## src/rtl/tcdm_bank_responder.sv

```systemverilog
// Bank-side TCDM responder: accepts tile crossbar requests, drives a single-port
// SRAM bank (1-cycle read latency) and returns in-order responses for loads,
// AMOs and LR/SC. The request/response types live in mempool_pkg below.

package mempool_pkg;

    function automatic int unsigned idx_width(input int unsigned num);
        return (num > 32'd1) ? unsigned'($clog2(num)) : 32'd1;
    endfunction

    localparam int unsigned NumCoresPerTile  = 4;
    localparam int unsigned NumBanksPerTile  = 16;
    localparam int unsigned TCDMAddrMemWidth = 10;
    localparam int unsigned MetaIdWidth      = 4;
    localparam int unsigned IniAddrWidth     = 4;
    localparam int unsigned CoreIdWidth      = idx_width(NumCoresPerTile);
    localparam int unsigned TCDMAddrWidth    = TCDMAddrMemWidth + idx_width(NumBanksPerTile);

    typedef logic [31:0]               data_t;
    typedef logic [3:0]                strb_t;
    typedef logic [3:0]                amo_t;
    typedef logic [MetaIdWidth-1:0]    meta_id_t;
    typedef logic [CoreIdWidth-1:0]    core_id_t;
    typedef logic [IniAddrWidth-1:0]   ini_addr_t;
    typedef logic [TCDMAddrWidth-1:0]  tcdm_addr_t;

    localparam amo_t AmoNone = 4'h0;
    localparam amo_t AmoSwap = 4'h1;
    localparam amo_t AmoAdd  = 4'h2;
    localparam amo_t AmoAnd  = 4'h3;
    localparam amo_t AmoOr   = 4'h4;
    localparam amo_t AmoXor  = 4'h5;
    localparam amo_t AmoMax  = 4'h6;
    localparam amo_t AmoMaxu = 4'h7;
    localparam amo_t AmoMin  = 4'h8;
    localparam amo_t AmoMinu = 4'h9;
    localparam amo_t AmoLr   = 4'hA;
    localparam amo_t AmoSc   = 4'hB;

    typedef struct packed {
        meta_id_t meta_id;
        core_id_t core_id;
        amo_t     amo;
        data_t    data;
    } tcdm_payload_t;

    typedef struct packed {
        tcdm_payload_t wdata;
        logic          wen;
        strb_t         be;
        tcdm_addr_t    tgt_addr;
        ini_addr_t     ini_addr;
    } tcdm_slave_req_t;

    typedef struct packed {
        tcdm_payload_t rdata;
        ini_addr_t     ini_addr;
    } tcdm_slave_resp_t;

endpackage

module tcdm_bank_responder #(
    parameter int unsigned RespDepth       = 2,
    parameter int unsigned NumBanksPerTile = mempool_pkg::NumBanksPerTile,
    parameter int unsigned BankAddrWidth   = mempool_pkg::TCDMAddrMemWidth
) (
    input  logic                          clk_i,
    input  logic                          rst_i,
    input  logic                          req_valid_i,
    output logic                          req_ready_o,
    input  mempool_pkg::tcdm_slave_req_t  req_i,
    output logic                          resp_valid_o,
    input  logic                          resp_ready_i,
    output mempool_pkg::tcdm_slave_resp_t resp_o,
    output logic                          mem_req_o,
    output logic                          mem_we_o,
    output logic [BankAddrWidth-1:0]      mem_addr_o,
    output logic [31:0]                   mem_wdata_o,
    output logic [3:0]                    mem_be_o,
    input  logic [31:0]                   mem_rdata_i
);

    localparam int unsigned BankSelWidth = mempool_pkg::idx_width(NumBanksPerTile);
    localparam int unsigned PtrWidth     = (RespDepth > 1) ? $clog2(RespDepth) : 1;
    localparam int unsigned CntWidth     = $clog2(RespDepth + 1);
    localparam int unsigned UsedWidth    = CntWidth + 1;

    typedef enum logic {
        IDLE,
        AMO_WB
    } state_e;

    state_e state;

    // Request decode
    logic                     is_amo;
    logic                     is_lr;
    logic                     is_sc;
    logic                     is_store;
    logic                     accept;
    logic                     sc_success;
    logic [BankAddrWidth-1:0] row;
    logic                     unused_bank_sel;

    // Pending response for a read or SC issued in the previous cycle
    logic                          pend_valid;
    logic                          pend_sc;
    logic                          pend_sc_fail;
    mempool_pkg::tcdm_payload_t    pend_payload;
    mempool_pkg::ini_addr_t        pend_ini;
    logic [BankAddrWidth-1:0]      pend_row;

    // Reservation
    logic                          resv_valid;
    logic [BankAddrWidth-1:0]      resv_row;
    mempool_pkg::ini_addr_t        resv_ini;
    mempool_pkg::core_id_t         resv_core;

    // Response FIFO
    mempool_pkg::tcdm_slave_resp_t fifo_q [RespDepth];
    logic [PtrWidth-1:0]           rd_ptr;
    logic [PtrWidth-1:0]           wr_ptr;
    logic [CntWidth-1:0]           count;
    logic                          fifo_empty;
    logic                          push_valid;
    mempool_pkg::tcdm_slave_resp_t push_data;
    logic                          pop;
    logic                          do_write;
    logic                          do_read;
    logic [UsedWidth-1:0]          used;

    function automatic logic [31:0] amo_result(input mempool_pkg::amo_t op,
                                               input logic [31:0] old_val,
                                               input logic [31:0] operand);
        logic [31:0] res;
        res = old_val;
        case (op)
            mempool_pkg::AmoSwap: res = operand;
            mempool_pkg::AmoAdd:  res = old_val + operand;
            mempool_pkg::AmoAnd:  res = old_val & operand;
            mempool_pkg::AmoOr:   res = old_val | operand;
            mempool_pkg::AmoXor:  res = old_val ^ operand;
            mempool_pkg::AmoMax:  res = ($signed(old_val) > $signed(operand)) ? old_val : operand;
            mempool_pkg::AmoMaxu: res = (old_val > operand) ? old_val : operand;
            mempool_pkg::AmoMin:  res = ($signed(old_val) < $signed(operand)) ? old_val : operand;
            mempool_pkg::AmoMinu: res = (old_val < operand) ? old_val : operand;
            default:              res = old_val;
        endcase
        return res;
    endfunction

    // Classify the incoming request and evaluate the SC reservation match
    always_comb begin
        row             = req_i.tgt_addr[BankSelWidth +: BankAddrWidth];
        unused_bank_sel = ^req_i.tgt_addr[BankSelWidth-1:0];
        is_amo          = (req_i.wdata.amo >= mempool_pkg::AmoSwap) &&
                          (req_i.wdata.amo <= mempool_pkg::AmoMinu);
        is_lr           = (req_i.wdata.amo == mempool_pkg::AmoLr);
        is_sc           = (req_i.wdata.amo == mempool_pkg::AmoSc);
        is_store        = !is_amo && !is_lr && !is_sc && req_i.wen;
        accept          = req_valid_i && req_ready_o;
        sc_success      = resv_valid && (resv_row == row) &&
                          (resv_ini == req_i.ini_addr) &&
                          (resv_core == req_i.wdata.core_id);
    end

    // Response push, fall-through FIFO head selection and request credit
    always_comb begin
        push_valid          = pend_valid && !rst_i;
        push_data.rdata     = pend_payload;
        push_data.rdata.data = pend_sc ? {31'b0, pend_sc_fail} : mem_rdata_i;
        push_data.ini_addr  = pend_ini;
        fifo_empty          = (count == '0);
        resp_valid_o        = !rst_i && (!fifo_empty || push_valid);
        resp_o              = fifo_empty ? push_data : fifo_q[rd_ptr];
        pop                 = resp_valid_o && resp_ready_i;
        do_write            = push_valid && !(fifo_empty && pop);
        do_read             = pop && !fifo_empty;
        // Credit counts the response landing this cycle and releases one being popped.
        used                = UsedWidth'(count) + UsedWidth'(push_valid) - UsedWidth'(pop);
        req_ready_o         = !rst_i && (state == IDLE) && (used < UsedWidth'(RespDepth));
    end

    // SRAM port: AMO writeback in AMO_WB, otherwise the accepted request
    always_comb begin
        mem_req_o   = 1'b0;
        mem_we_o    = 1'b0;
        mem_addr_o  = '0;
        mem_wdata_o = '0;
        mem_be_o    = '0;
        if (!rst_i) begin
            if (state == AMO_WB) begin
                mem_req_o   = 1'b1;
                mem_we_o    = 1'b1;
                mem_addr_o  = pend_row;
                mem_wdata_o = amo_result(pend_payload.amo, mem_rdata_i, pend_payload.data);
                mem_be_o    = '1;
            end else if (accept) begin
                mem_addr_o  = row;
                mem_wdata_o = req_i.wdata.data;
                mem_be_o    = req_i.be;
                if (is_sc) begin
                    mem_req_o = sc_success;
                    mem_we_o  = sc_success;
                end else begin
                    mem_req_o = 1'b1;
                    mem_we_o  = is_store;
                end
            end
        end
    end

    // Control FSM: latch request metadata and sequence AMO read/writeback
    always_ff @(posedge clk_i) begin
        if (rst_i) begin
            state        <= IDLE;
            pend_valid   <= 1'b0;
            pend_sc      <= 1'b0;
            pend_sc_fail <= 1'b0;
            pend_payload <= '0;
            pend_ini     <= '0;
            pend_row     <= '0;
        end else begin
            case (state)
                IDLE: begin
                    pend_valid <= accept && !is_store;
                    if (accept) begin
                        pend_sc      <= is_sc;
                        pend_sc_fail <= !sc_success;
                        pend_payload <= req_i.wdata;
                        pend_ini     <= req_i.ini_addr;
                        pend_row     <= row;
                        if (is_amo) begin
                            state <= AMO_WB;
                        end
                    end
                end
                AMO_WB: begin
                    pend_valid <= 1'b0;
                    state      <= IDLE;
                end
            endcase
        end
    end

    // Reservation tracking for LR/SC
    always_ff @(posedge clk_i) begin
        if (rst_i) begin
            resv_valid <= 1'b0;
            resv_row   <= '0;
            resv_ini   <= '0;
            resv_core  <= '0;
        end else if (accept) begin
            if (is_lr) begin
                resv_valid <= 1'b1;
                resv_row   <= row;
                resv_ini   <= req_i.ini_addr;
                resv_core  <= req_i.wdata.core_id;
            end else if (is_sc) begin
                resv_valid <= 1'b0;
            end else if ((is_store || is_amo) && (row == resv_row)) begin
                resv_valid <= 1'b0;
            end
        end
    end

    // Response FIFO pointers and occupancy
    always_ff @(posedge clk_i) begin
        if (rst_i) begin
            rd_ptr <= '0;
            wr_ptr <= '0;
            count  <= '0;
        end else begin
            if (do_write) begin
                wr_ptr <= (wr_ptr == PtrWidth'(RespDepth - 1)) ? '0 : wr_ptr + PtrWidth'(1);
            end
            if (do_read) begin
                rd_ptr <= (rd_ptr == PtrWidth'(RespDepth - 1)) ? '0 : rd_ptr + PtrWidth'(1);
            end
            count <= count + CntWidth'(do_write) - CntWidth'(do_read);
        end
    end

    // Response FIFO storage
    always_ff @(posedge clk_i) begin
        if (do_write) begin
            fifo_q[wr_ptr] <= push_data;
        end
    end

endmodule

```

## config.mk

```make
export PLATFORM = sky130hd
export DESIGN_NAME = tcdm_bank_responder
export DESIGN_NICKNAME = d
export VERILOG_FILES = /design/src/rtl/tcdm_bank_responder.sv
export SDC_FILE = /design/constraint.sdc
export NUM_CORES = 1
export LEC_CHECK = 0
export CORE_MARGIN = 5
export CORE_UTILIZATION = 50
export DETAILED_ROUTE_END_ITERATION = 10
export PLACE_DENSITY = 0.85
export SLEW_MARGIN = 20
export SYNTH_ARGS = -nofsm -noshare
export SYNTH_HDL_FRONTEND = slang
export SYNTH_SLANG_ARGS = --single-unit
```

## constraint.sdc

```tcl
create_clock -name clk_i -period 4.6 [get_ports clk_i]
set_input_delay 0.69 -clock clk_i [delete_from_list [all_inputs] [get_ports clk_i]]
set_output_delay 0.69 -clock clk_i [all_outputs]
set_load 0.01 [all_outputs]
```

==> qor.json <==
{
  "cp-startpoint": "mem_rdata_i[20]",
  "post-synth-top-area-fraction": 0.217,
  "end_kind": "primary output",
  "max_clk_rate_mhz": 219,
  "maximum_clock_skew_at_final_layout_ps": 19.2,
  "nets": 2094,
  "fp.dieW_microns": 170,
  "synth_ff_type": "sky130_fd_sc_hd__edfxtp_1",
  "maximum_number_of_pins_on_one_net_before_global_route_repair": 65,
  "antenna_violations_before_repair": 1,
  "gp_weighted_congestion": 0.959,
  "avgViaCountPerCell": 6.04,
  "critical_path_class": "primary input to primary output",
  "worst_slew_pin_slew_ps": 816,
  "clock_tree_sinks": 174,
  "detail_route.wl_per_cell_microns": 20.7,
  "final.period_utilization": 0.991,
  "count_of_h_tree_levels_built_during_cts": 4,
  "worstSkewPairLatency_ps": 460,
  "timing.setup.tns_ps": 0,
  "synth_nets": 1701,
  "grt_util_met2": 0.477,
  "critical_path.startpoint_type": "primary input",
  "synth_compound_area_frac": 0.237,
  "worstRegToRegCells": 15,
  "leakagePower_uw": 0.00728,
  "final_layout_size_suffix_gt1_frac": 0.292,
  "crit_required_ps": 3910,
  "global_route_wire_length_before_repair_microns": 69600,
  "remaining_drc_errors": 0,
  "gr-max-usage-layer": "met2",
  "buffer_ports.inserted": 192,
  "finalSetupViolations": 0,
  "syn_avg_cell_area_sq_um": 8.51,
  "status": "completed",
  "max-vdd-ir-drop_mv": 0.325,
  "synth-xor-area-share": 0.0288,
  "synth_top_family_by_area": "compound AO/OA/AOI/OAI gates",
  "antenna_cells_inserted": 0,
  "floorplan.io_pins": 197,
  "number_of_global_route_vias_before_repair": 13100,
  "tightest_slew_margin_relative_to_the_limit": 0.456,
  "critical_path_arrival_ps": 3870,
  "placeableCoreArea_sq_um": 25200,
  "synth.area.mux_share": 0.0601,
  "layout_common_cells": "sky130_fd_sc_hd__nand2_1 (268), sky130_fd_sc_hd__buf_4 (265), sky130_fd_sc_hd__a21oi_1 (138)",
  "wl_microns": 46200,
  "die_height_microns": 170,
  "cp_max_fo": 5,
  "synth-async-reset-ratio": 0,
  "layout-area-overhead-vs-synth_pct": 44.2,
  "netlist-cell-type-count": 77,
  "whs_path_depth": 2,
  "synth_edf_count": 92,
  "netlist_top_cells_area": "sky130_fd_sc_hd__edfxtp_1 (22%), sky130_fd_sc_hd__dfxtp_1 (13%), sky130_fd_sc_hd__ha_1 (9.7%), sky130_fd_sc_hd__nand2_1 (8.1%), sky130_fd_sc_hd__a21oi_1 (6.0%)",
  "globalRouteTotalUtil": 0.301,
  "worst_setup_hold_path_clk_slew_ps": 90,
  "worst_hold_path_type": "flip-flop to flip-flop",
  "start_util": 0.506,
  "cts.root.buffer_cell": "sky130_fd_sc_hd__clkbuf_16",
  "hp-start": "pend_row[8]$_SDFFE_PP0P_",
  "count_of_final_max_slew_check_failures": 0,
  "postSynthCellCount": 1499,
  "finalHoldViolations": 0,
  "clk_path_buf_depth": 2,
  "layout.filler_cells": 1708,
  "cts_tree": "yes",
  "layout_commonest_cell": "sky130_fd_sc_hd__nand2_1",
  "synth_simple_gate_area_share": 0.167,
  "detailed_place_hpwl_microns": 31900,
  "cts_inserted_buffers": 17,
  "final.min_clock_period_ps": 4560,
  "number_of_placement_rows": 58,
  "power_per_cell_area_nw_per_um2": 280,
  "layout_utilization": 0.730,
  "gr-usage-met1": 0.396,
  "drv_cap": 0,
  "grt_remaining_overflow": 0,
  "synth_largest_area_cell": "sky130_fd_sc_hd__edfxtp_1",
  "dpl-instance-area_sq_um": 16700,
  "syn_area_sq_um": 12800,
  "r2r_start": "count[0]$_SDFF_PP0_",
  "synth.yosys.warnings": 0,
  "fp.dieArea_sq_um": 28800,
  "layout.cell_area.non_filler_sq_um": 18400,
  "synth_seq_cells": 174,
  "num_vias": 13500,
  "detailedRoute.firstIterationViolations": 1547,
  "power_uw": 5150,
  "detail_route.first_pass.iterations": 8,
  "grt_setup_unrepaired": "yes",
  "seq_area_frac_synth": 0.345,
  "met3_usage": 0.0508,
  "routed_antenna_nets": 0,
  "synth-adder-area-share": 0.100
}
[stage by stage]
step	setup WS (ps)	std cells	hold slack [ps]
global placement	-643	2179	442
global route	-111	2235	486
finish	39.9	2235	464
detailed placement	-784	2179	449
CTS	-43.5	2226	462
floorplan	38.6	1499	424
[report_power, final]
group | switching [uW] | internal, uW | total [uW]
combinational | 987 | 850 | 1840
clock | 814 | 764 | 1580
sequential | 49.6 | 1690 | 1740
[registers in the layout, summed over array words and instances (netlist names), named ones only]
signal        flops
resv_core         2
wr_ptr            1
state             1
pend_sc           1
pend_sc_fail      1
count             2
resv_valid        1
resv_ini          4
pend_payload     42
resv_row         10
pend_row         10
fifo_q           92
pend_ini          4
pend_valid        1
rd_ptr            1
[cells in the mapped netlist, types with 15 or more instances]
master,number
sky130_fd_sc_hd__o21ai_0,131
sky130_fd_sc_hd__mux2i_1,74
sky130_fd_sc_hd__nand2_1,275
sky130_fd_sc_hd__o2111ai_1,19
sky130_fd_sc_hd__a21oi_1,154
sky130_fd_sc_hd__nor2_1,100
sky130_fd_sc_hd__dfxtp_1,82
sky130_fd_sc_hd__inv_1,80
sky130_fd_sc_hd__xor2_1,16
sky130_fd_sc_hd__clkbuf_1,78
sky130_fd_sc_hd__xnor2_1,26
sky130_fd_sc_hd__nor2b_1,15
sky130_fd_sc_hd__a221oi_2,30
sky130_fd_sc_hd__edfxtp_1,92
sky130_fd_sc_hd__nand3_1,19
sky130_fd_sc_hd__ha_1,99
[critical path, stage by stage]
cell and delay, ps:
sky130_fd_sc_hd__dlygate4sd2_1 270, sky130_fd_sc_hd__inv_1 130, sky130_fd_sc_hd__ha_4 230, sky130_fd_sc_hd__nor4_4 340, sky130_fd_sc_hd__nand3_2 170, sky130_fd_sc_hd__buf_4 180
sky130_fd_sc_hd__nor2_4 90, sky130_fd_sc_hd__o31ai_4 90, sky130_fd_sc_hd__and2_4 170, sky130_fd_sc_hd__o31ai_4 340, sky130_fd_sc_hd__buf_6 170, sky130_fd_sc_hd__o211ai_4 120
sky130_fd_sc_hd__buf_4 170, sky130_fd_sc_hd__a221o_1 290, sky130_fd_sc_hd__a21oi_1 130, sky130_fd_sc_hd__o21ai_1 110, sky130_fd_sc_hd__buf_2 160
[cell families (layout without fill, tap and decap cells)]
group,Yosys count,in the layout
xor gates and xnor gates,42,42
adders and majority gates,101,101
DFF,174,174
buffers and inverters,184,590
AOI/OAI and AO/OA,446,446
muxes,76,76
and+or+nand+nor,476,476
[area by class of cell]
| cell class | instances | area (sq um) | share of cell area |
|---|---|---|---|
| sequential | 174 | 4410 | 0.240 |
| multi-input combinational | 1141 | 8540 | 0.465 |
| tap | 330 | 413 | 0.0225 |
| inverter | 81 | 304 | 0.0165 |
| clock inverter | 15 | 214 | 0.0116 |
| clock buffer | 17 | 425 | 0.0231 |
| timing repair buffer | 477 | 4080 | 0.222 |
[final timing paths]
kind | slack (ps) | to
worst max-delay path | 40 | mem_wdata_o[23]
worst min-delay path | 460 | pend_row[8]$_SDFFE_PP0P_
worst max register to register | 750 | resv_core[1]$_SDFFE_PP0P_
worst min register to register | 460 | pend_row[8]$_SDFFE_PP0P_
[timing repair]
| action | in CTS | in global routing |
|---|---|---|
| buffers inserted | 15 | 8 |
| hold buffers | 0 | 0 |
| gates resized for setup | 259 | 116 |
| pin swaps | 44 | 31 |
| gates cloned | 0 | 1 |
| endpoints found under the setup margin | 48 | 46 |
[routing by layer]
layer | vias to the layer above | part of all wire
li1 | 6135 | -
met5 | - | 0.00015
met1 | 6373 | 0.40
met2 | 795 | 0.47
met3 | 193 | 0.085
met4 | 2 | 0.051
No activity file was read; power rests on OpenSTA's default activity.
